===== src/rtl/network_pkg.sv =====
// Shared types and helpers for the sample-rate conv network sequencer.
//   seq_state_e : sequencer FSM states
//   OVERRUN_W   : width of the saturating overrun counter
//   lane_lsb()  : bit offset of a lane in a packed layer output (lane 0 in the top bits)
//   sat_shift() : arithmetic left shift of a sign-extended value, clamped to a w-bit signed range
package network_pkg;

  localparam int unsigned OVERRUN_W = 8;

  typedef enum logic [2:0] {
    StIdle,
    StStepLsb,
    StStart,
    StWait,
    StStepCache,
    StLatch
  } seq_state_e;

  // Lane 0 sits in the most significant W bits of the packed bus.
  function automatic int unsigned lane_lsb(input int unsigned lane, input int unsigned d,
                                           input int unsigned w);
    return (d - 1 - lane) * w;
  endfunction

  // value must already be sign-extended to 64 bits; w <= 32 and shift < 32 keep the
  // intermediate product exact, so the clamp sees the true mathematical result.
  function automatic logic signed [63:0] sat_shift(input logic signed [63:0] value,
                                                   input int unsigned shift,
                                                   input int unsigned w);
    logic signed [63:0] shifted;
    logic signed [63:0] max_v;
    logic signed [63:0] min_v;
    shifted = value <<< shift;
    max_v   = (64'sd1 <<< (w - 1)) - 64'sd1;
    min_v   = -(64'sd1 <<< (w - 1));
    if (shifted > max_v) begin
      return max_v;
    end else if (shifted < min_v) begin
      return min_v;
    end
    return shifted;
  endfunction

endpackage


===== src/rtl/output_saturator.sv =====
// Combinational output scaling: takes the top N_OUT lanes of the last layer's packed output,
// shifts each left by OUT_SHIFT and clamps it to the signed W-bit range.
//   layer_out : D*W packed lanes, lane 0 in bits [D*W-1:(D-1)*W]
//   sat_out   : N_OUT*W packed channels, channel 0 in the top W bits
module output_saturator
  import network_pkg::*;
#(
  parameter int unsigned W         = 16,
  parameter int unsigned D         = 8,
  parameter int unsigned N_OUT     = 4,
  parameter int unsigned OUT_SHIFT = 2
) (
  input  logic [D*W-1:0]     layer_out,
  output logic [N_OUT*W-1:0] sat_out
);

  for (genvar c = 0; c < N_OUT; c++) begin : g_lane
    localparam int unsigned InLsb  = lane_lsb(c, D, W);
    localparam int unsigned OutLsb = (N_OUT - 1 - c) * W;

    logic [W-1:0]       lane;
    logic signed [63:0] lane_ext;

    assign lane     = layer_out[InLsb +: W];
    assign lane_ext = {{(64 - W){lane[W-1]}}, lane};
    assign sat_out[OutLsb +: W] = W'(sat_shift(lane_ext, OUT_SHIFT, W));
  end

  // Lanes below the output channels are not part of the sample.
  if (N_OUT < D) begin : g_unused
    logic unused_low_lanes;
    assign unused_low_lanes = ^layer_out[(D - N_OUT)*W-1:0];
  end

endmodule


===== src/rtl/network_sequencer.sv =====
// Control core for the sample-rate conv network. On each rising edge of sample_clk it steps
// the input shift buffer, then starts each conv layer in turn and waits for its done (stepping
// the activation cache between layers), and finally latches the last layer's outputs as
// saturated, gain-shifted samples.
//   clk, rst     : system clock, synchronous active-high reset
//   sample_clk   : sample strobe (synchronous to clk)
//   layer_done   : per-layer done from conv1d
//   layer_out    : packed output of the last layer, lane 0 in the top W bits
//   lsb_step     : one-cycle pulse to the input shift buffer
//   layer_start  : one-hot one-cycle start pulse per layer
//   cache_step   : one-cycle pulse to activation cache i after layer i
//   sample_out   : N_OUT saturated channels, channel 0 in the top W bits
//   out_valid    : one-cycle pulse when sample_out updates
//   busy         : sequence in progress
//   overrun_cnt  : saturating count of edges ignored while busy
//   timeout_err  : sticky, a layer exceeded MAX_LAYER_CYCLES wait cycles
module network_sequencer
  import network_pkg::*;
#(
  parameter int unsigned W                = 16,
  parameter int unsigned D                = 8,
  parameter int unsigned NUM_LAYERS       = 2,
  parameter int unsigned N_OUT            = 4,
  parameter int unsigned OUT_SHIFT        = 2,
  parameter int unsigned MAX_LAYER_CYCLES = 1024,
  localparam int unsigned CACHE_W         = (NUM_LAYERS > 1) ? NUM_LAYERS - 1 : 1
) (
  input  logic                  clk,
  input  logic                  rst,
  input  logic                  sample_clk,
  input  logic [NUM_LAYERS-1:0] layer_done,
  input  logic [D*W-1:0]        layer_out,
  output logic                  lsb_step,
  output logic [NUM_LAYERS-1:0] layer_start,
  output logic [CACHE_W-1:0]    cache_step,
  output logic [N_OUT*W-1:0]    sample_out,
  output logic                  out_valid,
  output logic                  busy,
  output logic [OVERRUN_W-1:0]  overrun_cnt,
  output logic                  timeout_err
);

  localparam int unsigned LI_W  = (NUM_LAYERS > 1) ? $clog2(NUM_LAYERS) : 1;
  localparam int unsigned CNT_W = (MAX_LAYER_CYCLES > 1) ? $clog2(MAX_LAYER_CYCLES) : 1;
  localparam logic [LI_W-1:0]  LastLi  = LI_W'(NUM_LAYERS - 1);
  localparam logic [CNT_W-1:0] CntLast = CNT_W'(MAX_LAYER_CYCLES - 1);

  seq_state_e           state_q, state_d;
  logic [LI_W-1:0]      li_q, li_d;
  logic [CNT_W-1:0]     cnt_q, cnt_d;
  logic                 prev_sample_clk_q, prev_sample_clk_d;
  logic [N_OUT*W-1:0]   sample_out_q, sample_out_d;
  logic                 out_valid_q, out_valid_d;
  logic [OVERRUN_W-1:0] overrun_q, overrun_d;
  logic                 timeout_q, timeout_d;

  logic                 sample_edge;
  logic                 done_sel;
  logic [N_OUT*W-1:0]   sat_sample;

  output_saturator #(
    .W        (W),
    .D        (D),
    .N_OUT    (N_OUT),
    .OUT_SHIFT(OUT_SHIFT)
  ) u_output_saturator (
    .layer_out(layer_out),
    .sat_out  (sat_sample)
  );

  assign sample_edge = sample_clk & ~prev_sample_clk_q;
  assign done_sel    = |(layer_done & (NUM_LAYERS'(1) << li_q));

  // State register
  always_ff @(posedge clk) begin
    if (rst) begin
      state_q           <= StIdle;
      li_q              <= '0;
      cnt_q             <= '0;
      // Starting high means a strobe held high through reset is not taken as an edge.
      prev_sample_clk_q <= 1'b1;
      sample_out_q      <= '0;
      out_valid_q       <= 1'b0;
      overrun_q         <= '0;
      timeout_q         <= 1'b0;
    end else begin
      state_q           <= state_d;
      li_q              <= li_d;
      cnt_q             <= cnt_d;
      prev_sample_clk_q <= prev_sample_clk_d;
      sample_out_q      <= sample_out_d;
      out_valid_q       <= out_valid_d;
      overrun_q         <= overrun_d;
      timeout_q         <= timeout_d;
    end
  end

  // Next-state and datapath
  always_comb begin
    state_d           = state_q;
    li_d              = li_q;
    cnt_d             = cnt_q;
    prev_sample_clk_d = sample_clk;
    sample_out_d      = sample_out_q;
    out_valid_d       = 1'b0;
    overrun_d         = overrun_q;
    timeout_d         = timeout_q;

    // Any edge seen outside IDLE is dropped, including the cycle the FSM heads back to IDLE.
    if (sample_edge && (state_q != StIdle) && (overrun_q != '1)) begin
      overrun_d = overrun_q + OVERRUN_W'(1);
    end

    unique case (state_q)
      StIdle: begin
        if (sample_edge) begin
          state_d = StStepLsb;
          li_d    = '0;
        end
      end
      StStepLsb: begin
        state_d = StStart;
      end
      StStart: begin
        // layer_done may still hold the previous sample's value here, so it is not looked at.
        state_d = StWait;
        cnt_d   = '0;
      end
      StWait: begin
        if (done_sel) begin
          state_d = (li_q != LastLi) ? StStepCache : StLatch;
        end else if (cnt_q == CntLast) begin
          timeout_d = 1'b1;
          state_d   = StIdle;
        end else begin
          cnt_d = cnt_q + CNT_W'(1);
        end
      end
      StStepCache: begin
        li_d    = li_q + LI_W'(1);
        state_d = StStart;
      end
      StLatch: begin
        sample_out_d = sat_sample;
        out_valid_d  = 1'b1;
        state_d      = StIdle;
      end
      default: begin
        state_d = StIdle;
      end
    endcase
  end

  // Moore output decode
  always_comb begin
    lsb_step    = (state_q == StStepLsb);
    layer_start = (state_q == StStart) ? (NUM_LAYERS'(1) << li_q) : '0;
    busy        = (state_q != StIdle);
  end

  if (NUM_LAYERS > 1) begin : g_cache_step
    always_comb begin
      cache_step = (state_q == StStepCache) ? (CACHE_W'(1) << li_q) : '0;
    end
  end else begin : g_no_cache_step
    assign cache_step = '0;
  end

  assign sample_out  = sample_out_q;
  assign out_valid   = out_valid_q;
  assign overrun_cnt = overrun_q;
  assign timeout_err = timeout_q;

endmodule


===== config.mk =====
export PLATFORM = sky130hd
export DESIGN_NAME = network_sequencer
export DESIGN_NICKNAME = d
export VERILOG_FILES = /design/src/rtl/network_pkg.sv /design/src/rtl/output_saturator.sv /design/src/rtl/network_sequencer.sv
export SDC_FILE = /design/constraint.sdc
export NUM_CORES = 1
export LEC_CHECK = 0
export CAP_MARGIN = 25
export CORE_MARGIN = 1
export CORE_UTILIZATION = 55
export DETAILED_ROUTE_END_ITERATION = 7
export DONT_BUFFER_PORTS = 1
export GPL_TIMING_DRIVEN = 1
export PLACE_DENSITY = 0.7
export SLEW_MARGIN = 20
export SYNTH_ARGS = -nofsm -noshare
export SYNTH_HDL_FRONTEND = slang
export SYNTH_HIERARCHICAL = 1
export SYNTH_SLANG_ARGS = --single-unit

===== constraint.sdc =====
create_clock -name clk -period 3.4 [get_ports clk]
set_clock_uncertainty 0.15 [all_clocks]
set_input_delay 0.51 -clock clk [delete_from_list [all_inputs] [get_ports clk]]
set_output_delay 0.51 -clock clk [all_outputs]
set_load 0.005 [all_outputs]

### Word level (Yosys, flattened, before mapping)

Cells that the tools add are included.

| storage, ports and cells | value |
|---|---|
| register bits | 89 |
| bits of input ports | 133 |
| output and inout bits | 79 |
| word-level logic and storage cells | 81 |

| operators by class | value |
|---|---|
| add/subtract/negate cells | 3 |
| magnitude comparators | 8 |
| equality and inequality tests | 11 |
| shift operators | 2 |
| muxes and demuxes | 33 |
| bitwise gates (word level) | 4 |
| reduce and logical (&&, ||, !) cells | 12 |

Operators with widths:

| kind | count |
|---|---|
| $mux W16 | 12 |
| $gt A18 B16 Y1 const B | 4 |
| $lt A18 B16 Y1 const B | 4 |
| $mux W10 | 2 |
| $pmux W10 S2 | 1 |
| $mux W1 | 12 |
| $pmux W3 S4 | 1 |
| $add A10 B1 Y10 const B | 1 |
| $eq A10 B10 Y1 const B | 1 |
| $mux W3 | 3 |
| $add A8 B1 Y8 const B | 1 |
| $ne A8 B8 Y1 const B | 1 |
| $eq A3 B2 Y1 const B | 2 |
| $eq A3 B3 Y1 const B | 2 |
| $ne A2 B2 Y1 const B | 3 |
| $reduce_and A3 Y1 | 2 |
| $reduce_and A2 Y1 | 2 |
| $reduce_bool A2 Y1 | 2 |
| $reduce_or A2 Y1 | 2 |
| $eq A3 B1 Y1 const B | 1 |
| $logic_not A3 Y1 | 1 |
| $ne A3 B3 Y1 const B | 1 |
| $reduce_bool A3 Y1 | 1 |
| $and A2 B2 Y2 | 1 |
| 8 further kinds | 10 |

### Logic depth before layout (Yosys ltp)

Gate-level depths: netlist of the first run.

| logic depth | value |
|---|---|
| word-level depth | 5 |
| mapped depth | 7 |
| gate-level depth less buffers | 5 |

### Cells and area by module

Netlist of the first run, hierarchy kept.

Modules (own cells, without submodules):

| module | instances | cells an instance | area an instance (sq um) | sequential area each (sq um) |
|---|---|---|---|---|
| network_sequencer | 1 | 433 | 3508.4 | 1781.7 |
| output_saturator | 1 | 204 | 1276.2 | 0.0 |

### Worst setup path after synthesis of the first run

Ideal clock, no wire load.

| path | value |
|---|---|
| path type | register to register |
| start point | reg state_q[1] |
| end point | reg cnt_q[5] |
| library setup time | 130 ps |
| arrival | 1450 ps |
| path slack | 1670 ps |
| stages on the path, launching flop included | 7 |
| path buffers | 2 |
| cells stage by stage | dfxtp_1 -> buf_4 -> or3b_1 -> and4_4 -> buf_6 -> o311ai_1 -> o31ai_1 |

| on the way | value |
|---|---|
| cells in the longest elaborated chain, start to end | 3 |

Ends and longest elaborated chain:

| element | line | RTL |
|---|---|---|
| start, declared | network_sequencer.sv:48 | `seq_state_e state_q, state_d;` |
| start signal, assigned | network_sequencer.sv:77 | `state_q <= StIdle;` |
| start signal, assigned | network_sequencer.sv:87 | `state_q <= state_d;` |
| $eq A3 B2 Y1 | network_sequencer.sv:114 | `unique case (state_q)` |
| $ne A2 B2 Y1 (no source line) / $reduce_bool A2 Y1 (equally long branches) | -- |  |
| $reduce_and A3 Y1 (no source line) | -- |  |
| end signal, assigned | network_sequencer.sv:89 | `cnt_q <= cnt_d;` |
| end, declared | network_sequencer.sv:50 | `logic [CNT_W-1:0] cnt_q, cnt_d;` |

Parallel ways exist; a longest one is shown, timed or not.
A chain may end at the register's enable or synchronous reset.

### Final worst setup path of the first run

| path | value |
|---|---|
| start point | reg state_q[2] |
| end point | reg state_q[1] |

| on the way | value |
|---|---|
| cells in the longest elaborated chain, start to end | 3 |

Ends and longest elaborated chain:

| element | line |
|---|---|
| $eq A3 B1 Y1 (tied with other cells) | network_sequencer.sv:114 |
| $reduce_or A2 Y1 (no source line) (tied with other cells) | -- |
| $pmux W3 S4 / $reduce_and A2 Y1 (equally long branches) | -- |

Parallel ways exist; a longest one is shown, timed or not.

==> flow_metrics.tcl, run 1 <==
set metrics [dict create \
    clock-root-buffer "sky130_fd_sc_hd__clkbuf_8" \
    dr_total_vias 4126 \
    wl_per_cell_um 15.00 \
    met1_length_mm 4.359 \
    period_needed_ns 2.178 \
    internal_power_mw 1.393 \
    cts_tree "yes" \
    placeableCoreArea_um2 8299 \
    p_sw_mw 0.4238 \
    highest_attainable_clock_frequency_mhz 459.2 \
    regToRegStartpoint "state_q[2]" \
    io_buffers 0 \
    gp_congestion 0.8041 \
    worst_setup_path_end_kind "flop" \
    post_synthesis_area_per_instance_um2 7.511 \
    criticalPathCategory "reg -> reg" \
    setup_total_negative_slack_ns 0 \
    r2r-end "state_q[1]" \
    final_nets 719 \
    layout-area-overhead-vs-synth_pct -2.981 \
    worstRegToRegCells 4 \
    clock_power_share 0.355 \
    ys_top_cells_by_area "sky130_fd_sc_hd__dfxtp_1 37%, sky130_fd_sc_hd__nand2_1 11%, sky130_fd_sc_hd__a21oi_1 8.2%" \
    synthesis.yosys.warnings 6 \
    die_w_um 95.27 \
    timing.final.hold_violations 0 \
    syn-instance-count 637 \
    sw_frac_of_total 0.2333 \
    min-delay-path-class "in -> reg" \
    critical_path.startpoint_type "flop" \
    wire_length_of_the_first_global_routing_pass_mm 15.97 \
    worstSetupPathDepth 4 \
    crit_required_ns 3.49 \
    vias_per_cell 5.945 \
    post_synth_num_cell_types 50 \
    worstSetupStartpoint "state_q[2]" \
    synth_top_area_frac 0.3724 \
    routed_wl_mm 10.41 \
    floorplan.die_area_um2 9076 \
    pre_cts_slack_ns 1.228 \
    drt_pass1_iterations 5 \
    synth.largest_area_cell "sky130_fd_sc_hd__dfxtp_1" \
    ant_nets 0 \
    run_status "completed" \
    p_per_area_nw_per_um2 391.4 \
    critical-path-top-delay-family "compound AO/OA/AOI/OAI gates" \
    routed-wl-met2_mm 4.823 \
    clock-sinks 89 \
    worst_ep_arrival_time_ns 2.27 \
    cts_buffers 9 \
    first_global_vias 3503 \
    die_y_um 95.27 \
    rows 33 \
    drive_gt1_frac 0.03905 \
    slew_headroom 0.3717 \
    ctsHoldBuffers 0 \
    top_signal_layer_used "met4" \
    static-leakage-power_nw 1.530 \
    finalSetupViolCount 0 \
    slew_limit_fails 0 \
    grt_usage 0.2242 \
    dp.final_hpwl_mm 6.956 \
    globalRouteOverflowTotal 0 \
    synth-edff-count 0 \
    yosys_register_bits 89 \
    pwr-share-seq 0.577 \
    rsz0062_at_grt "false" \
    power.share.combinational 0.068 \
    layout.cell_area.non_filler_um2 4642 \
    met3_length_mm 1.099 \
    pin_count_of_the_biggest_net_entering_global_routing 84 \
    worst_skew_pair_later_pin_latency_ns 0.35 \
    antennaDiodeCount 0 \
    worstPathCellList "and3b_1, a21oi_1, nor2_1, o211a_1" \
    ioPinCount 212 \
    max_slew.worst_pin.slew_ns 0.9424 \
    floorplan.initialDensity 0.5765 \
    critical_path.max_fanout 13 \
    cts.repair.resized 0 \
    crit_buf_inv 0 \
    clockBufferDepth 2 \
    initialDrtViolationCount 167 \
    post_synth_most_frequent_cells "137 x sky130_fd_sc_hd__nand2_1, 89 x sky130_fd_sc_hd__dfxtp_1, 78 x sky130_fd_sc_hd__a21oi_1" \
    max_stage_delay_ns 0.75 \
    peak_ir_drop_on_the_vdd_network_v 0.0002058 \
    synth.net_count 772 \
    postCtsSetupRepairBufs 0 \
    fill_cells 813 \
    mappedNetlistArea_um2 4785 \
    clock_tree.htree_level_count 3 \
    critPathCapture "state_q[1]" \
    antenna_found_initial 0 \
    share_of_async_settable_or_async_resettable_flops_after_synthesis 0 \
    cts.reportedPaths.clkPinSlew_ns 0.08 \
    place_area_um2 4468 \
    drv.max_cap_violation_count 0 \
    drc 0 \
    setup.reg_to_reg.worst_slack_ns 1.22 \
    post-route-util 0.5593 \
    cpMaxStageDelayCell "sky130_fd_sc_hd__a21oi_1" \
    most_used_flip_flop_cell_after_synthesis "sky130_fd_sc_hd__dfxtp_1" \
    synth_seq_area_share 0.3724 \
    synth_most_common_cell "sky130_fd_sc_hd__nand2_1" \
    final.setup.worst_slack_ns 1.222 \
    period_share 0.6406 \
]
-- layer usage --
layer	vias up	GRT usage
li1	2101	-
met4	0	0.08586
met2	132	0.3637
met1	1884	0.2664
met3	9	0.08612
met5	-	0
-- stage by stage --
stage	hold WS, ns	total power [mW]	instances
2_1_floorplan	0.3025	1.252	637
3_3_place_gp	0.3041	1.191	678
3_5_place_dp	0.3104	1.195	678
4_1_cts	0.05170	1.841	694
5_1_grt	0.03862	1.911	694
6_report	0.06869	1.817	694
-- cells by family after synthesis --
family	after synthesis	share of synthesized area
flip-flops	89	0.3724
buffers and inverters	75	0.1049
AO/OA/AOI/OAI	211	0.2793
adder cells (fa/ha/maj)	2	0.005229
multiplexers	3	0.006538
AND/OR/NAND/NOR	256	0.2299
XOR/XNOR	1	0.001831
-- layout make-up --
cell class / count / area (um^2) / share of cell area
Timing Repair Buffer: 3 / 22.52 / 0.004852
Tap cell: 105 / 131.4 / 0.02830
Multi-Input combinational cell: 473 / 2502 / 0.5391
Clock inverter: 4 / 28.78 / 0.006199
Sequential cell: 89 / 1782 / 0.3838
Clock buffer: 12 / 145.1 / 0.03127
Inverter: 8 / 30.03 / 0.006469
-- cell usage in the layout (no fill, tap or decap), types with 4 or more instances in the layout --
| cell type | count |
|---|---|
| sky130_fd_sc_hd__nand3_1 | 9 |
| sky130_fd_sc_hd__clkbuf_8 | 10 |
| sky130_fd_sc_hd__inv_1 | 8 |
| sky130_fd_sc_hd__a21oi_1 | 78 |
| sky130_fd_sc_hd__or3_1 | 5 |
| sky130_fd_sc_hd__nor2_1 | 72 |
| sky130_fd_sc_hd__nand4_1 | 4 |
| sky130_fd_sc_hd__a21boi_1 | 20 |
| sky130_fd_sc_hd__o31ai_1 | 7 |
| sky130_fd_sc_hd__o21ai_0 | 5 |
| sky130_fd_sc_hd__nand2_1 | 137 |
| sky130_fd_sc_hd__dfxtp_1 | 89 |
| sky130_fd_sc_hd__o22ai_1 | 52 |
| sky130_fd_sc_hd__or4_1 | 4 |
| sky130_fd_sc_hd__a21boi_0 | 32 |
-- registers in the layout, summed over array words and instances (netlist names) --
signal / cells
prev_sample_clk_q: 1
sample_out: 64
cnt_q: 10
state_q: 3
out_valid: 1
timeout_err: 1
overrun_cnt: 8
li_q: 1
-- power groups by stage --
stage / clock network, mW / logic [mW] / registers [mW]
after CTS: 0.670 / 0.122 / 1.05
after global placement: 0 / 0.118 / 1.07
after global routing: 0.723 / 0.138 / 1.05
after floorplan: 0 / 0.182 / 1.07
final: 0.645 / 0.123 / 1.05
after detailed placement: 0 / 0.121 / 1.07
-- worst min path at each step --
stage	from	endpoint	depth (start not counted)
3_5_place_dp	sample_out[47]	sample_out[47]	2
5_1_grt	rst	cnt_q[4]	1
2_1_floorplan	cnt_q[8]	cnt_q[8]	1
3_3_place_gp	sample_out[57]	sample_out[57]	2
6_report	rst	cnt_q[2]	1
4_1_cts	rst	cnt_q[1]	1
Power figures use the tool's default switching activity.
==> run 2, diff against run 1 <==
==> constraint.sdc (replaced) <==
create_clock -name clk -period 2.1 [get_ports clk]
set_clock_uncertainty 0.15 [all_clocks]
set_input_delay 0.315 -clock clk [delete_from_list [all_inputs] [get_ports clk]]
set_output_delay 0.315 -clock clk [all_outputs]
set_load 0.005 [all_outputs]
==> run 2 against run 1 <==
  * Clock power is 110% higher
  * Largest power group unchanged
  * Register-to-register slack worse by 1.0 ns
  * Highest routed layer unchanged
  * Die area unchanged
  * Critical endpoint is now layer_start[0]
  * Non-clock buffer count rose by 13
  * Flip-flop and latch count stayed put
==> flow_metrics.tcl, run 2 (synthesized netlist as in run 1, its figures left out) <==
set metrics [dict create \
    critical_path.startpoint_type "flop" \
    crit_required_ns 1.63 \
    dp.final_hpwl_mm 7.015 \
    static-leakage-power_nw 1.634 \
    antenna_found_initial 0 \
    wire_length_of_the_first_global_routing_pass_mm 17.08 \
    routed_wl_mm 11.00 \
    highest_attainable_clock_frequency_mhz 529.1 \
    initialDrtViolationCount 205 \
    run_status "completed" \
    io_buffers 0 \
    slew_headroom 0.6826 \
    layout.cell_area.non_filler_um2 4847 \
    clock-root-buffer "sky130_fd_sc_hd__clkbuf_8" \
    rsz0062_at_grt "false" \
    period_share 0.9000 \
    drt_pass1_iterations 4 \
    floorplan.die_area_um2 9076 \
    worst_skew_pair_later_pin_latency_ns 0.35 \
    gp_congestion 0.8272 \
    worst_setup_path_end_kind "primary output" \
    clockBufferDepth 2 \
    vias_per_cell 5.893 \
    pin_count_of_the_biggest_net_entering_global_routing 81 \
    wl_per_cell_um 15.56 \
    first_global_vias 3726 \
    dr_total_vias 4166 \
    p_per_area_nw_per_um2 684.8 \
    critical_path.max_fanout 12 \
    drive_gt1_frac 0.04817 \
    slew_limit_fails 0 \
    setup_total_negative_slack_ns 0 \
    timing.final.hold_violations 0 \
    period_needed_ns 1.890 \
    grt_usage 0.2391 \
    die_w_um 95.27 \
    rows 33 \
    final_nets 732 \
    place_area_um2 4491 \
    clock-sinks 89 \
    antennaDiodeCount 0 \
    final_cell_mix "137 x sky130_fd_sc_hd__nand2_1, 89 x sky130_fd_sc_hd__dfxtp_1, 78 x sky130_fd_sc_hd__a21oi_1" \
    cts_buffers 9 \
    floorplan.initialDensity 0.5765 \
    peak_ir_drop_on_the_vdd_network_v 0.0003027 \
    ioPinCount 212 \
    drv.max_cap_violation_count 0 \
    post-route-util 0.5840 \
    globalRouteOverflowTotal 0 \
    postCtsSetupRepairBufs 0 \
    criticalPathCategory "reg -> out" \
    max_slew.worst_pin.slew_ns 0.4745 \
    cts.reportedPaths.clkPinSlew_ns 0.08 \
    cts_tree "yes" \
    placeableCoreArea_um2 8299 \
    finalSetupViolCount 0 \
    ant_nets 0 \
    clock_tree.htree_level_count 3 \
    drc 0 \
    die_y_um 95.27 \
    min-delay-path-class "in -> reg" \
    layout-area-overhead-vs-synth_pct 1.308 \
    flip_flop_count_of_the_largest_register_after_layout 64 \
    layout_commonest_cell "sky130_fd_sc_hd__nand2_1" \
    worst_ep_arrival_time_ns 1.42 \
]
-- run 2: cell types whose count changed in the layout (fill, tap and decap cells not counted), sizes merged --
| cell | delta |
|---|---|
| bufinv | +2 |
| clkinvlp | -2 |
| dlygate4sd3 | +9 |
| buf | +4 |
-- run 2: layout make-up --
class	count	area [um^2]
Sequential cell	89	1782
Timing Repair Buffer	16	162.7
Fill cell	785	3452
Clock buffer	12	165.2
Tap cell	105	131.4
Multi-Input combinational cell	473	2502
Inverter	8	30.03
Clock inverter	4	73.82
-- run 2: worst paths after layout --
kind,startpoint,endpoint,slack (ns),cells after the start
max,state_q[1],layer_start[0],0.21,2
max reg2reg,state_q[2],overrun_cnt[6],0.22,4
min reg2reg,sample_out[57],sample_out[57],0.33,2
min,layer_out[95],sample_out[22],0.008,3
-- run 2: what timing repair did --
action	in CTS	in global routing
hold buffers	9	1
hold endpoints to repair	80	1
setup endpoints to repair	0	0
gates resized for setup	0	0
-- run 2: metrics by stage --
stage	hold WS, ns	total power, mW	setup WS, ns	cells
floorplan	0.2716	2.026	0.3697	637
global placement	0.2417	1.931	0.2725	681
detailed placement	0.2437	1.938	0.2522	681
CTS	0.0001602	3.347	0.2047	706
global route	0.001148	3.461	0.05593	707
finish	0.008275	3.319	0.2101	707
-- run 2: report_power, final --
part	switching, mW	internal (mW)	leakage [nW]
sequential	0.00791	1.69	0.717
clock	0.595	0.768	0.123
combinational	0.138	0.120	0.795
-- run 2: routing by layer --
layer | part of all wire | global-route usage | wire [um] | vias to the layer above
li1 | - | - | - | 2126
met1 | 0.42 | 0.2869 | 4650 | 1875
met5 | 0 | 0 | 0 | -
met3 | 0.099 | 0.07895 | 1089 | 13
met2 | 0.46 | 0.3958 | 5105 | 152
met4 | 0.014 | 0.08838 | 153 | 0
-- run 2: worst max-delay path, stage by stage, from the launching register on --
cell and delay (ns):
sky130_fd_sc_hd__dfxtp_1 0.50, sky130_fd_sc_hd__or3b_1 0.43, sky130_fd_sc_hd__nor2_1 0.14
==> run 3, diff against run 2 <==
--- a/config.mk
+++ b/config.mk
@@ -7,11 +7,11 @@
 export LEC_CHECK = 0
 export CAP_MARGIN = 25
 export CORE_MARGIN = 1
-export CORE_UTILIZATION = 55
+export CORE_UTILIZATION = 50
 export DETAILED_ROUTE_END_ITERATION = 7
 export DONT_BUFFER_PORTS = 1
 export GPL_TIMING_DRIVEN = 1
-export PLACE_DENSITY = 0.7
+export PLACE_DENSITY = 0.63
 export SLEW_MARGIN = 20
 export SYNTH_ARGS = -nofsm -noshare
 export SYNTH_HDL_FRONTEND = slang
==> run 3 against run 2 <==
  * Worst setup slack worse by 0.030 ns
  * Critical path depth is 3 higher
  * First-iteration DRC count is 12% lower
  * Critical path type is now reg -> reg
  * Largest power group unchanged
==> flow_metrics.tcl, run 3 (synthesized netlist as in run 1, its figures left out) <==
set metrics [dict create \
    vias_per_cell 5.722 \
    clock_tree.htree_level_count 3 \
    final_cell_mix "137 x sky130_fd_sc_hd__nand2_1, 89 x sky130_fd_sc_hd__dfxtp_1, 78 x sky130_fd_sc_hd__a21oi_1" \
    cts_buffers 9 \
    postCtsSetupRepairBufs 0 \
    placeableCoreArea_um2 9240 \
    peak_ir_drop_on_the_vdd_network_v 0.0003838 \
    drt_pass1_iterations 5 \
    initialDrtViolationCount 181 \
    ant_nets 0 \
    static-leakage-power_nw 1.596 \
    rows 35 \
    cts_tree "yes" \
    fill_cells 917 \
    gp_congestion 0.8161 \
    cts.reportedPaths.clkPinSlew_ns 0.08 \
    floorplan.die_area_um2 9964 \
    antennaDiodeCount 0 \
    clock_power_share 0.361 \
    highest_attainable_clock_frequency_mhz 520.8 \
    worst_ep_arrival_time_ns 2.05 \
    timing.hold.ws_ns 0.02704 \
    rsz0062_at_grt "false" \
    routed_wl_mm 10.91 \
    antenna_found_initial 0 \
    drv.max_cap_violation_count 0 \
    wire_length_of_the_first_global_routing_pass_mm 17.55 \
    wl_per_cell_um 14.97 \
    period_share 0.9144 \
    grt_usage 0.2171 \
    slew_limit_fails 0 \
    floorplan.initialDensity 0.5178 \
    pwr-share-seq 0.555 \
    flip_flop_count_of_the_largest_register_after_layout 64 \
    pin_count_of_the_biggest_net_entering_global_routing 82 \
    clock-root-buffer "sky130_fd_sc_hd__clkbuf_8" \
    setup_total_negative_slack_ns 0 \
    clockBufferDepth 2 \
    layout_commonest_cell "sky130_fd_sc_hd__nand2_1" \
    min-delay-path-class "in -> reg" \
    finalSetupViolCount 0 \
    final_nets 731 \
    timing.final.hold_violations 0 \
    io_buffers 0 \
    criticalPathCategory "reg -> reg" \
    max_slew.worst_pin.slew_ns 0.6091 \
    ioPinCount 212 \
    first_global_vias 3714 \
    drc 0 \
    period_needed_ns 1.920 \
    critical_path.max_fanout 12 \
    clock-sinks 89 \
    sw_frac_of_total 0.2313 \
    run_status "completed" \
    die_w_um 99.82 \
    ctsHoldBuffers 6 \
    cts.repair.resized 0 \
    slew_headroom 0.5940 \
    die_y_um 99.82 \
    worst_skew_pair_later_pin_latency_ns 0.34 \
    critical_path.startpoint_type "flop" \
    p_per_area_nw_per_um2 637.5 \
    worst_setup_path_end_kind "flop" \
    power.share.combinational 0.084 \
    drive_gt1_frac 0.04667 \
    dr_total_vias 4171 \
    globalRouteOverflowTotal 0 \
    layout-area-overhead-vs-synth_pct 0.2876 \
    p_sw_mw 0.7076 \
    internal_power_mw 2.351 \
    dp.final_hpwl_mm 7.077 \
    crit_required_ns 2.23 \
]
==> run 3: cell count changes in the layout (fill, tap and decap cells not counted), sizes merged <==
cell / before / now
dlygate4sd3: 9 / 5
buf: 7 / 10
bufinv: 2 / 1
clkinv: 2 / 1
clkinvlp: 0 / 1
==> run 3: worst paths after layout <==
| check | start | to | slack (ns) | depth (start not counted) |
|---|---|---|---|---|
| max reg2reg | state_q[2] | cnt_q[4] | 0.18 | 5 |
| max | state_q[2] | cnt_q[4] | 0.18 | 5 |
| min reg2reg | sample_out[50] | sample_out[50] | 0.33 | 2 |
| min | layer_out[111] | sample_out[34] | 0.03 | 3 |
==> run 3: power by group through the flow <==
| stage | logic [mW] | registers (mW) | clock network [mW] |
|---|---|---|---|
| after floorplan | 0.294 | 1.73 | 0 |
| after global placement | 0.197 | 1.74 | 0 |
| after detailed placement | 0.203 | 1.74 | 0 |
| after CTS | 0.253 | 1.70 | 1.16 |
| after global routing | 0.283 | 1.70 | 1.23 |
| final | 0.256 | 1.70 | 1.11 |
==> run 3: metal layers <==
layer	wire length, um	global-route usage	share of wire
met1	4765	0.2741	0.44
met2	5020	0.3369	0.46
met3	971	0.07939	0.089
met4	153	0.08484	0.014
met5	0	0	0
==> run 3: cell type report <==
cell class	count	area, um^2	share of cell area
inverter	8	30.03	0.006258
sequential	89	1782	0.3713
clock inverter	3	42.54	0.008866
timing repair buffer	15	145.1	0.03025
clock buffer	12	135.1	0.02816
multi-input combinational	473	2502	0.5215
tap	129	161.4	0.03364
==> run 3: metrics by stage <==
step | instances | setup WS [ns] | utilization | cell area [um^2] | total power [mW]
2_1_floorplan | 637 | 0.3697 | - | 4785 | 2.026
3_3_place_gp | 708 | 0.2561 | 0.4917 | 4543 | 1.935
3_5_place_dp | 708 | 0.2063 | 0.4917 | 4543 | 1.940
4_1_cts | 729 | 0.1887 | 0.5193 | 4798 | 3.114
5_1_grt | 729 | 0.002365 | 0.5193 | 4798 | 3.209
6_report | 729 | 0.1798 | 0.5193 | 4798 | 3.059
==> run 3: critical path, cell delays in order, from the launching register on <==
cell and delay (ns):
sky130_fd_sc_hd__dfxtp_1 0.51, sky130_fd_sc_hd__and3b_1 0.24, sky130_fd_sc_hd__a21oi_1 0.49, sky130_fd_sc_hd__buf_4 0.24, sky130_fd_sc_hd__o31ai_1 0.07, sky130_fd_sc_hd__a21oi_1 0.15
==> RTL change (config.mk and constraints of run 3) <==
Set the parameter `MAX_LAYER_CYCLES` to 512 (it was 1024).
--- a/src/rtl/network_sequencer.sv
+++ b/src/rtl/network_sequencer.sv
@@ -22,7 +22,7 @@
   parameter int unsigned NUM_LAYERS       = 2,
   parameter int unsigned N_OUT            = 4,
   parameter int unsigned OUT_SHIFT        = 2,
-  parameter int unsigned MAX_LAYER_CYCLES = 1024,
+  parameter int unsigned MAX_LAYER_CYCLES = 512,
   localparam int unsigned CACHE_W         = (NUM_LAYERS > 1) ? NUM_LAYERS - 1 : 1
 ) (
   input  logic                  clk,
Formal check against the unedited RTL: no difference found for any inputs over 10 cycles, from zero or initial values and one cycle with rst high; that may be too few to reach the edited logic, so the function may still have changed.
==> RTL change against run 3 <==
- the run now ends with DRC left
- synthesized area fell by 2.6%
- design area is 0.89% higher
- sequential cell count shrank 1
- synthesized cell count shrank 2.5%
- wire length is 1.1% lower
- largest power group unchanged
- worst setup slack got worse by 0.060 ns
- largest cell class unchanged
- hold slack worse by 0.013 ns
- power fell by 1.5%
- count of clock-buffer cells in the layout decreased by 3
==> RTL change: results (changes against run 3) <==
| Metric | Value |
|---|---|
| Status | complete, but fails checks (was completed) |
| Failing checks | DRC |
| Vias in the first global route | 3738 (was 3714) |
| Post-detail-place hpwl | 6860 um (was 7080 um) |
| WL per Instance | 15.3 um (was 15.0 um) |
| First-pass GRT wire length | 17500 um (about the same) |
| Mux contribution to synthesized area | 0.913% (was 0.654%) |
| R2R Setup Slk | 0.12 ns (was 0.18 ns) |
| Syn_nets | 757 (was 772) |
| Reg-to-Reg Start | cnt_q[0] (was state_q[2]) |
| Synth Area per Inst | 7.50 um2 (was 7.51 um2) |
| Root buf cell | clkbuf_8 (unchanged) |
| Max VDD drop | 388 uV (was 384 uV) |
| P_leak | 0.00163 uW (was 0.00160 uW) |
| Slowest CP cell | dfxtp_2 (was dfxtp_1) |
| Synth Area in XOR/XNOR | 0.376% (was 0.183%) |
| Crit Reg-Reg Endpoint | cnt_q[5] (was cnt_q[4]) |
| Placed Area | 4470 um2 (was 4540 um2) |
| Netlist cell types | 51 (was 50) |
| Synth area leaders | dfxtp_1 (38%), nand2_1 (11%), a21oi_1 (7.8%) (was dfxtp_1 (37%), nand2_1 (11%), a21oi_1 (8.2%)) |
| Final #Nets | 730 (was 731) |
| Fillers | 885 (was 917) |
| Min-delay src | rst (was layer_out[111]) |
| WHS Endpoint | cnt_q[5] (was sample_out[34]) |
| Worst-Margin Slew | 0.480 ns (was 0.609 ns) |
| Max incr delay on CP | 0.36 ns (was 0.51 ns) |
| Hold path cells | 2 (was 3) |
| Crit path max fanout | 5 (was 12) |
| Inst Count DP | 679 (was 708) |
| Worst r2r path cells | 10 (was 5) |
| Critical Path AT | 2.11 ns (was 2.05 ns) |
| Drt pass-1 iters | 8 (was 5) |
| Layout cells sized above 1 | 8.68% (was 4.67%) |
| GRT Util Overall | 22.0% (was 21.7%) |
| Commonest cells post-synth | nand2_1 (137), dfxtp_1 (88), nor2_1 (75), a21oi_1 (73), o22ai_1 (52) (was nand2_1 (137), dfxtp_1 (89), a21oi_1 (78), nor2_1 (72), o22ai_1 (52)) |
| Largest net degree at the start of global routing | 83 (was 82) |
| DRC errors left | 7 (was 0) |
| Placer congestion estimate | 0.793 (was 0.816) |
| Pre-CTS setup slack | -0.0494 ns (was 0.206 ns) |
| Cts hold-fix bufs | 9 (was 6) |
| Post-synthesis compound-gate area fraction | 27.2% (was 27.9%) |
| Diodes inserted | 0 (unchanged) |
| Synth Area in Adders | 1.02% (was 0.523%) |
| Post_cts resized | 3 (was 0) |
| DR iter-0 viols | 196 (was 181) |
| Vias | 4047 (was 4171) |
| Sequential share of the synthesized area | 37.8% (was 37.2%) |
## RTL change: how the worst max path moves through the flow
stage,endpoint,slack [ns],cells past startpoint
floorplan,cnt_q[5],0.01,10
global placement,cnt_q[7],-0.04,9
detailed placement,cnt_q[7],-0.05,9
CTS,cnt_q[7],0.001,9
global route,cnt_q[5],-0.003,10
finish,cnt_q[5],0.12,10
## RTL change: metrics by stage
step           util, %  power, uW  hold WS, ns  TNS (ns)
3_5_place_dp      50.2       1910        0.247   -0.0612
3_3_place_gp      50.2       1910        0.242   -0.0432
4_1_cts           53.6       3050     0.000663         0
6_report          54.4       3010       0.0139         0
5_1_grt           54.4       3160       0.0125  -0.00330
2_1_floorplan        -       2000        0.272         0
## RTL change: power breakdown
group          switching [uW]  internal, uW
Clock                     636           440
Sequential               7.91          1670
Combinational             138           120
Total                     782          2230
## RTL change: logic make-up (layout without fill, tap and decap cells)
kind of cell | Yosys count | after routing
flops | 88 | 88
compound gates | 203 | 203
mux | 3 | 3
simple gates | 251 | 251
buf+inv | 70 | 48
xor+xnor | 2 | 2
fa+ha+maj | 4 | 4
## RTL change: area by class of cell
class | instances | area, um2 | area share, %
Timing Repair Buffer | 26 | 254 | 5.25
Tap cell | 108 | 135 | 2.79
Clock inverter | 7 | 55.1 | 1.14
Inverter | 6 | 22.5 | 0.465
Multi-Input combinational cell | 463 | 2490 | 51.4
Sequential cell | 88 | 1760 | 36.4
Clock buffer | 9 | 124 | 2.56
## RTL change: layer usage
layer / up-vias / global-route usage, % / wire [um]
li1: 2078 / - / -
met5: - / 0 / 0
met4: 0 / 8.15 / 113
met1: 1857 / 26.5 / 4630
met2: 105 / 37.0 / 5130
met3: 7 / 6.81 / 920
